## src/rtl/pipeline_hazard_ctrl_pkg.sv

```systemverilog
// pipeline_ctrl_pkg: shared types and defaults for the pipeline stall/flush
// controller.
//   - mul_state_t : multiply sequencer states
//   - cause_t     : winning hazard cause selected by the priority mux
//   - *_DEF       : default parameter values for the controller
package pipeline_ctrl_pkg;

    localparam int unsigned REG_ADDR_W_DEF = 5;
    localparam int unsigned MUL_CYCLES_DEF = 2;

    typedef enum logic {
        ST_IDLE,
        ST_MUL
    } mul_state_t;

    typedef enum logic [2:0] {
        CAUSE_NONE,
        CAUSE_MEMWAIT,
        CAUSE_BRANCH,
        CAUSE_MUL,
        CAUSE_LOADUSE
    } cause_t;

endpackage

```

## src/rtl/pipeline_hazard_ctrl_mul_seq.sv

```systemverilog
// mul_seq: multiply occupancy sequencer for the EX stage.
// Ports:
//   clk, arst_n  - clock, asynchronous active-low reset
//   ex_is_mul    - instruction in EX is a multiply
//   freeze       - hold state and counter (data-memory wait)
//   abort        - return to IDLE (older taken branch flushes the multiply)
//   mul_start    - multiply accepted this cycle
//   stall_req    - front end must hold this cycle for the multiply
module mul_seq
    import pipeline_ctrl_pkg::*;
#(
    parameter int unsigned MUL_CYCLES = MUL_CYCLES_DEF
) (
    input  logic clk,
    input  logic arst_n,
    input  logic ex_is_mul,
    input  logic freeze,
    input  logic abort,
    output logic mul_start,
    output logic stall_req
);

    // Acceptance cycle already stalls once, so MUL starts with two fewer.
    localparam logic [3:0] CNT_INIT = 4'(MUL_CYCLES - 2);

    mul_state_t state;
    logic [3:0] cnt;

    always_comb begin
        stall_req = 1'b0;
        mul_start = 1'b0;
        case (state)
            ST_IDLE: begin
                stall_req = ex_is_mul;
                mul_start = ex_is_mul & ~freeze & ~abort;
            end
            ST_MUL: begin
                stall_req = (cnt != '0);
            end
            default: ;
        endcase
    end

    always_ff @(posedge clk or negedge arst_n) begin
        if (!arst_n) begin
            state <= ST_IDLE;
            cnt   <= '0;
        end else if (abort) begin
            state <= ST_IDLE;
            cnt   <= '0;
        end else if (!freeze) begin
            case (state)
                ST_IDLE: begin
                    if (ex_is_mul) begin
                        state <= ST_MUL;
                        cnt   <= CNT_INIT;
                    end
                end
                ST_MUL: begin
                    if (cnt != '0) begin
                        cnt <= cnt - 4'd1;
                    end else begin
                        state <= ST_IDLE;
                    end
                end
                default: state <= ST_IDLE;
            endcase
        end
    end

endmodule

```

## src/rtl/pipeline_hazard_ctrl.sv

```systemverilog
// pipeline_hazard_ctrl: stall/flush controller for the 5-stage pipeline.
// Ports:
//   clk, arst_n                 - clock, asynchronous active-low reset
//   id_rs1, id_rs2              - sources of the instruction in ID
//   ex_memread, ex_rd           - load flag / destination of the instruction in EX
//   ex_is_mul                   - instruction in EX is a multiply
//   mem_branch_taken            - taken branch in MEM
//   dmem_req, dmem_ready        - data-memory access / completion
//   stat_clr                    - synchronous clear of stall_cycles
//   pc_en .. memwb_en           - PC and pipeline register enables
//   ifid/idex/exmem_flush       - load a bubble at the next edge
//   mul_start, mul_busy         - multiply accepted / pipeline held for multiply
//   stall_cycles                - saturating count of cycles with pc_en=0
module pipeline_hazard_ctrl
    import pipeline_ctrl_pkg::*;
#(
    parameter int unsigned REG_ADDR_W = REG_ADDR_W_DEF,
    parameter int unsigned MUL_CYCLES = MUL_CYCLES_DEF,
    parameter int unsigned CNT_W      = 16
) (
    input  logic                  clk,
    input  logic                  arst_n,
    input  logic [REG_ADDR_W-1:0] id_rs1,
    input  logic [REG_ADDR_W-1:0] id_rs2,
    input  logic                  ex_memread,
    input  logic [REG_ADDR_W-1:0] ex_rd,
    input  logic                  ex_is_mul,
    input  logic                  mem_branch_taken,
    input  logic                  dmem_req,
    input  logic                  dmem_ready,
    input  logic                  stat_clr,
    output logic                  pc_en,
    output logic                  ifid_en,
    output logic                  idex_en,
    output logic                  exmem_en,
    output logic                  memwb_en,
    output logic                  ifid_flush,
    output logic                  idex_flush,
    output logic                  exmem_flush,
    output logic                  mul_start,
    output logic                  mul_busy,
    output logic [CNT_W-1:0]      stall_cycles
);

    logic   memwait;
    logic   load_use;
    logic   mul_stall_req;
    logic   mul_start_raw;
    cause_t cause;

    assign memwait  = dmem_req & ~dmem_ready;
    assign load_use = ex_memread & (ex_rd != '0) &
                      ((ex_rd == id_rs1) | (ex_rd == id_rs2));

    // A memory wait freezes everything, including a pending branch, so the
    // branch only aborts the multiply once the wait has cleared.
    mul_seq #(
        .MUL_CYCLES (MUL_CYCLES)
    ) u_mul_seq (
        .clk       (clk),
        .arst_n    (arst_n),
        .ex_is_mul (ex_is_mul),
        .freeze    (memwait),
        .abort     (mem_branch_taken & ~memwait),
        .mul_start (mul_start_raw),
        .stall_req (mul_stall_req)
    );

    always_comb begin
        if (memwait)               cause = CAUSE_MEMWAIT;
        else if (mem_branch_taken) cause = CAUSE_BRANCH;
        else if (mul_stall_req)    cause = CAUSE_MUL;
        else if (load_use)         cause = CAUSE_LOADUSE;
        else                       cause = CAUSE_NONE;
    end

    always_comb begin
        pc_en       = 1'b1;
        ifid_en     = 1'b1;
        idex_en     = 1'b1;
        exmem_en    = 1'b1;
        memwb_en    = 1'b1;
        ifid_flush  = 1'b0;
        idex_flush  = 1'b0;
        exmem_flush = 1'b0;
        mul_busy    = 1'b0;
        case (cause)
            CAUSE_MEMWAIT: begin
                pc_en    = 1'b0;
                ifid_en  = 1'b0;
                idex_en  = 1'b0;
                exmem_en = 1'b0;
                memwb_en = 1'b0;
            end
            CAUSE_BRANCH: begin
                ifid_flush  = 1'b1;
                idex_flush  = 1'b1;
                exmem_flush = 1'b1;
            end
            CAUSE_MUL: begin
                pc_en       = 1'b0;
                ifid_en     = 1'b0;
                idex_en     = 1'b0;
                exmem_flush = 1'b1;
                mul_busy    = 1'b1;
            end
            CAUSE_LOADUSE: begin
                pc_en      = 1'b0;
                ifid_en    = 1'b0;
                idex_flush = 1'b1;
            end
            default: ;
        endcase
        // Outputs are held inactive for the whole reset window.
        if (!arst_n) begin
            pc_en       = 1'b0;
            ifid_en     = 1'b0;
            idex_en     = 1'b0;
            exmem_en    = 1'b0;
            memwb_en    = 1'b0;
            ifid_flush  = 1'b0;
            idex_flush  = 1'b0;
            exmem_flush = 1'b0;
            mul_busy    = 1'b0;
        end
    end

    assign mul_start = mul_start_raw & arst_n;

    always_ff @(posedge clk or negedge arst_n) begin
        if (!arst_n) begin
            stall_cycles <= '0;
        end else if (stat_clr) begin
            stall_cycles <= '0;
        end else if (!pc_en && (stall_cycles != '1)) begin
            stall_cycles <= stall_cycles + CNT_W'(1);
        end
    end

endmodule

```

## config.mk

```make
export PLATFORM = sky130hd
export DESIGN_NAME = pipeline_hazard_ctrl
export DESIGN_NICKNAME = d
export VERILOG_FILES = /design/src/rtl/pipeline_hazard_ctrl_pkg.sv /design/src/rtl/pipeline_hazard_ctrl_mul_seq.sv /design/src/rtl/pipeline_hazard_ctrl.sv
export SDC_FILE = /design/constraint.sdc
export NUM_CORES = 1
export LEC_CHECK = 0
export CORE_MARGIN = 2
export CORE_UTILIZATION = 49
export CTS_CLUSTER_DIAMETER = 50
export DETAILED_ROUTE_END_ITERATION = 6
export PLACE_DENSITY = 0.89
export SETUP_SLACK_MARGIN = 0.4
export SLEW_MARGIN = 20
export SYNTH_ARGS = -nofsm -noshare
export SYNTH_HDL_FRONTEND = slang
export SYNTH_SLANG_ARGS = --single-unit
```

## constraint.sdc

```tcl
create_clock -name clk -period 5.8 [get_ports clk]
set_input_delay 1.45 -clock clk [delete_from_list [all_inputs] [get_ports clk]]
set_output_delay 1.45 -clock clk [all_outputs]
set_load 0.005 [all_outputs]
```

* After elaboration in Yosys (flattened, before gate mapping)
Index checks and enable logic that the tools add are counted. Widths: inputs -> output; s select.
Word-level totals: register bits after elaboration 21, bits of input ports 23
Cells by class: reduce and logical (&&, ||, !) cells 10, equality and inequality tests 10, bitwise logic cells 12, add/subtract/negate cells 2, mux-type cells 32
Operators with widths (number):
- $mux 16 | 2
- $mux 1 | 19
- $add 16x1->16 const B | 1
- $mux 4 | 4
- $ne 16x16->1 const B | 1
- $mux 3 | 4
- $eq 5x5->1 | 2
- $pmux 4 s2 | 1
- $and 1x1->1 | 7
- $eq 3x2->1 const B | 2
- $ne 3x2->1 const B | 2
- $reduce_or 2->1 | 3
- $reduce_bool 5->1 | 1
- $not 1->1 | 4
- $pmux 1 s2 | 2
- $reduce_bool 4->1 | 1
- $sub 4x1->4 const B | 1
- $eq 3x1->1 const B | 1
- $eq 3x3->1 const B | 1
- $reduce_and 3->1 | 1
- $reduce_or 3->1 | 1
- $ne 2x1->1 const B | 1
- $reduce_bool 2->1 | 1
- $logic_and 1x1->1 | 1
- 2 further kinds | 2

* Depth between registers and ports, before layout
depth in word-level cells 15, depth in mapped cells 9, depth with buffers taken out 8

* Modules after synthesis
A second synthesis with hierarchy kept.
Second synthesis, totals: cell total of the unflattened synthesis 158, area, all modules 1431.4 sq um
Modules (own cells, without submodules):
- pipeline_hazard_ctrl | times used 1, cells each 128, sequential area each 400.4 sq um, area each 1138.6 sq um
- mul_seq | times used 1, cells each 30, sequential area each 125.1 sq um, area each 292.8 sq um

* Worst setup path after synthesis
OpenSTA, ideal clock, no wires.
path kind in2out, start point input port ex_rd[1], end point output port pc_en, stages 6, setup slack 1.586 ns, data arrival time 2.764 ns, cells stage by stage or4_1 -> o211ai_2 -> nor2_2 -> a21boi_4 -> buf_2 -> buf_4
On the way: cells in the longest elaborated chain, start to end 11
RTL lines:
- start: declaration | RTL line pipeline_hazard_ctrl.sv:26 | input logic [REG_ADDR_W-1:0] ex_rd,
- $eq 5x5->1 / $reduce_bool 5->1 (equally long branches) | RTL line pipeline_hazard_ctrl.sv:53, pipeline_hazard_ctrl.sv:52
- $or 1x1->1 / $and 1x1->1 (equally long branches) | RTL line pipeline_hazard_ctrl.sv:53, pipeline_hazard_ctrl.sv:52
- $and 1x1->1 * | RTL line pipeline_hazard_ctrl.sv:52 | assign load_use = ex_memread & (ex_rd != '0) &
- $mux 3 * | RTL line pipeline_hazard_ctrl.sv:73 | else if (load_use) cause = CAUSE_LOADUSE;
- $mux 3 * | RTL line pipeline_hazard_ctrl.sv:72 | else if (mul_stall_req) cause = CAUSE_MUL;
- $mux 3 * | RTL line pipeline_hazard_ctrl.sv:71 | else if (mem_branch_taken) cause = CAUSE_BRANCH;
- $mux 3 * | RTL line pipeline_hazard_ctrl.sv:70 | if (memwait) cause = CAUSE_MEMWAIT;
- $eq 3x2->1 (tied with other cells)
- $reduce_or 3->1 (no source line) *
- $mux 1 * (2 in series)
- end: declaration | RTL line pipeline_hazard_ctrl.sv:32 | output logic pc_en,
Mark *: on every way between the ends. The rest lies on a longest branch, timed or not.

* Worst setup path in the final report
start point input port ex_rd[1], end point output port ifid_en
On the way: cells in the longest elaborated chain, start to end 11
RTL lines:
- $eq 5x5->1 / $reduce_bool 5->1 (equally long branches) | RTL line pipeline_hazard_ctrl.sv:53, pipeline_hazard_ctrl.sv:52
- $or 1x1->1 / $and 1x1->1 (equally long branches) | RTL line pipeline_hazard_ctrl.sv:53, pipeline_hazard_ctrl.sv:52
- $and 1x1->1 * | RTL line pipeline_hazard_ctrl.sv:52
- $mux 3 * | RTL line pipeline_hazard_ctrl.sv:73
- $mux 3 * | RTL line pipeline_hazard_ctrl.sv:72
- $mux 3 * | RTL line pipeline_hazard_ctrl.sv:71
- $mux 3 * | RTL line pipeline_hazard_ctrl.sv:70
- $eq 3x2->1 (tied with other cells) | RTL line pipeline_hazard_ctrl.sv:87 | case (cause)
- $reduce_or 3->1 (no source line) *
- $mux 1 * | RTL line pipeline_hazard_ctrl.sv:87
- $mux 1 * | RTL line pipeline_hazard_ctrl.sv:115 | if (!arst_n) begin
- end: declaration | RTL line pipeline_hazard_ctrl.sv:33 | output logic ifid_en,
Marks and branches as above.

==> impl_results.md <==
* Max-Cap Viols at 0
* Die Y at 58.0 um
* Reg power frac at 50.5%
* Fmax at 203 MHz
* Total internal power at 0.232 mW
* Cell taking the most area after synthesis: dfrtp_1
* Pre-antenna DRT Iters at 4
* Yosys warns at 0
* Vias in the first global route at 1,314
* Final worst slack at 0.872 ns
* Synthesized cell area at 0.00143 mm^2
* DP Worst Slack at 0.867 ns
* CTS Root Cell: clkbuf_4
* Nets at 229
* NetSw at 0.0929 mW
* Number of synthesized flops with an enable pin at 0
* Post-CTS Hold Buffers at 0
* Layout cells sized above 1 at 7.43%
* CTS Buf Count at 3
* Final core occ at 70.5%
* Initial Util at 51.7%
* Comb pwr share at 28.3%
* Final ANT Viol Nets at 0
* Post-synthesis sequential area ratio at 36.8%
* CTS H-Tree Depth at 1
* Core area at 0.00276 mm^2
* Die Area at 0.00336 mm^2
* Relative slew slack at 53.2%
* Slew of the pin with the lowest slew margin at 0.700 ns
* Global-route wire length before repair at 5.79 mm
* Longest Clk Path Bufs at 2
* Synth Instances at 155
* Final hold viol count at 0
* Final cell count without fillers at 233
* Clock Power Share at 21.1%
* Fin crit share at 85.0%
* Final setup fails at 0
* Startpoint types: input pin
* Hpwl dp at 2.67 mm
* Syn_nets at 181
* Routed len/inst at 14.7 um
* Setup Skew at 0.00545 ns
* Largest cells by area after synthesis: dfrtp_1, xnor2_1, a21oi_1, o21ai_0, or4_1
* Max FO, Critical Path at 3
* Post-synth cell types at 36
* Max Slew Vio Count at 0
* Outcome: complete, no violations
* Crit Reg-Reg Startpoint: u_mul_seq.cnt[0]
* Via/cell ratio at 5.86
* Fillers at 240
* Critical Path RT at 4.35 ns
* RSZ-0062 raised after global routing: false
* Gr ovfl total at 0
* Fin crit period at 4.93 ns
* Vias at 1,366
* Worst setup path startpoint: ex_rd[1]
* Die X at 58.0 um
* GRT Total Usage at 21.8%
* Post-CTS Setup Inserts at 0
* TritonCTS sink count at 21
* Post-CTS Resized at 0
* R2R Setup Slk at 3.36 ns
* Leakage power at 0.744 nW
* Worst IR drop on VDD at 0.000135 V
* Switch share at 28.6%
* Most frequent cells in the layout: clkdlybuf4s50_1, dfrtp_1, nand2_1, o21ai_0, a21oi_1
* Most common cell after layout, fill and taps aside: clkdlybuf4s50_1
* # IOs at 49
* Layout overhead on the synthesized area at 36.3%
* Synth Flop Type: dfrtp_1
* Cell Pwr Density at 167 mW/mm^2
* Tightest Hold Check Type: register to register
* Crit path kind: input pin to primary output
* Antenna Cells at 0
* Port buffer count at 48
* Hold Path Origin: u_mul_seq.cnt[0]
* Post-Route WL at 3.43 mm
* Arrival time at the worst endpoint at 3.48 ns
* FFs w/ async S/R, synth at 100%
* Area share of the largest cell type after synthesis at 36.8%
* DRC Markers at 0
* Clk_lat worst skew at 0.30 ns
* CTS tree: yes
* Num rows at 19
* Largest net degree at the start of global routing at 27
* Placed cell count at 229
* Post-route setup TNS at 0 ns
* Clk pin slew, worst setup/hold paths at 0.11 ns
* Worst setup EP type: primary output
* Seq cells post-synth at 21
* Avg Inst Size Synth at 9.20 um^2
* Initial antenna violation count at 0
* Final RePlAce weighted congestion at 0.812
* Starting DRT DRC Count at 52
critical path, cell delays in order:
cell and delay [ns]:
clkdlybuf4s50_1 0.46, or4_1 0.57, o211ai_2 0.17, nor2_2 0.07, a21boi_4 0.21, clkdlybuf4s50_1 0.54
stage by stage:
stage          power, mW  area [um^2]  hold WS, ns
6_report           0.325         1940        0.521
4_1_cts            0.328         1940        0.528
3_5_place_dp       0.259         1920        0.512
2_1_floorplan      0.216         1430        0.471
3_3_place_gp       0.256         1920        0.503
5_1_grt            0.347         1940        0.570
cell type report:
class                   count  area, um^2  area share (%)
clock buffers               4        26.3            1.35
inverters                   4        15.0           0.772
multi-input cells         123         843            43.4
flip-flops and latches     21         526            27.0
well taps                  31        38.8            1.99
repair buffers             50         495            25.5
Yosys cell counts (2+ instances only):
cell type,n
a21oi_1,11
and3_1,6
and4_1,2
buf_4,2
clkbuf_1,3
dfrtp_1,21
ha_1,3
inv_1,4
mux2_4,3
nand2_1,11
nand2b_1,3
nand3_1,6
nand4_1,8
nor2_1,8
nor2b_1,6
nor3b_1,3
o21ai_0,11
o21bai_1,2
o31ai_1,6
or3_1,5
or4_1,7
xnor2_1,10
registers in the layout (all words and copies together), names as in the netlist:
| register | flops |
|---|---|
| u_mul_seq.cnt | 4 |
| u_mul_seq.state | 1 |
| stall_cycles | 16 |
metal layers:
layer  vias up  track usage (%)  share of wire, %
met4         0             4.32              0.55
met1       646             27.8                44
li1        664                -                 -
met2        52             38.8                48
met5         -                0                 0
met3         4             3.79               6.5
kinds of logic (layout without fill, tap and decap cells):
group / count (synthesis) / in the layout / share of synthesized area (%)
DFF: 21 / 21 / 36.8
and+or+nand+nor: 70 / 70 / 29.7
AOI/OAI and AO/OA: 34 / 34 / 15.2
buffers and inverters: 11 / 58 / 4.03
adders and majority gates: 3 / 3 / 2.63
xor gates and xnor gates: 10 / 10 / 6.14
muxes: 6 / 6 / 5.44
power by group through the flow:
stage	Sequential, mW	Clock [mW]	Combinational [mW]
after CTS	0.164	0.0706	0.0928
after global placement	0.167	0	0.0897
after floorplan	0.165	0	0.0506
after global routing	0.166	0.0786	0.102
after detailed placement	0.167	0	0.0922
final	0.164	0.0688	0.0921
final timing paths:
check | end | cells past startpoint
setup / recovery | ifid_en | 6
max in group asynchronous | stall_cycles[3] | 2
hold reg to reg | u_mul_seq.cnt[0] | 1
setup reg to reg | stall_cycles[11] | 9
hold / removal | u_mul_seq.cnt[0] | 1
min in group asynchronous | stall_cycles[12] | 1
Power figures use the tool's default switching activity.
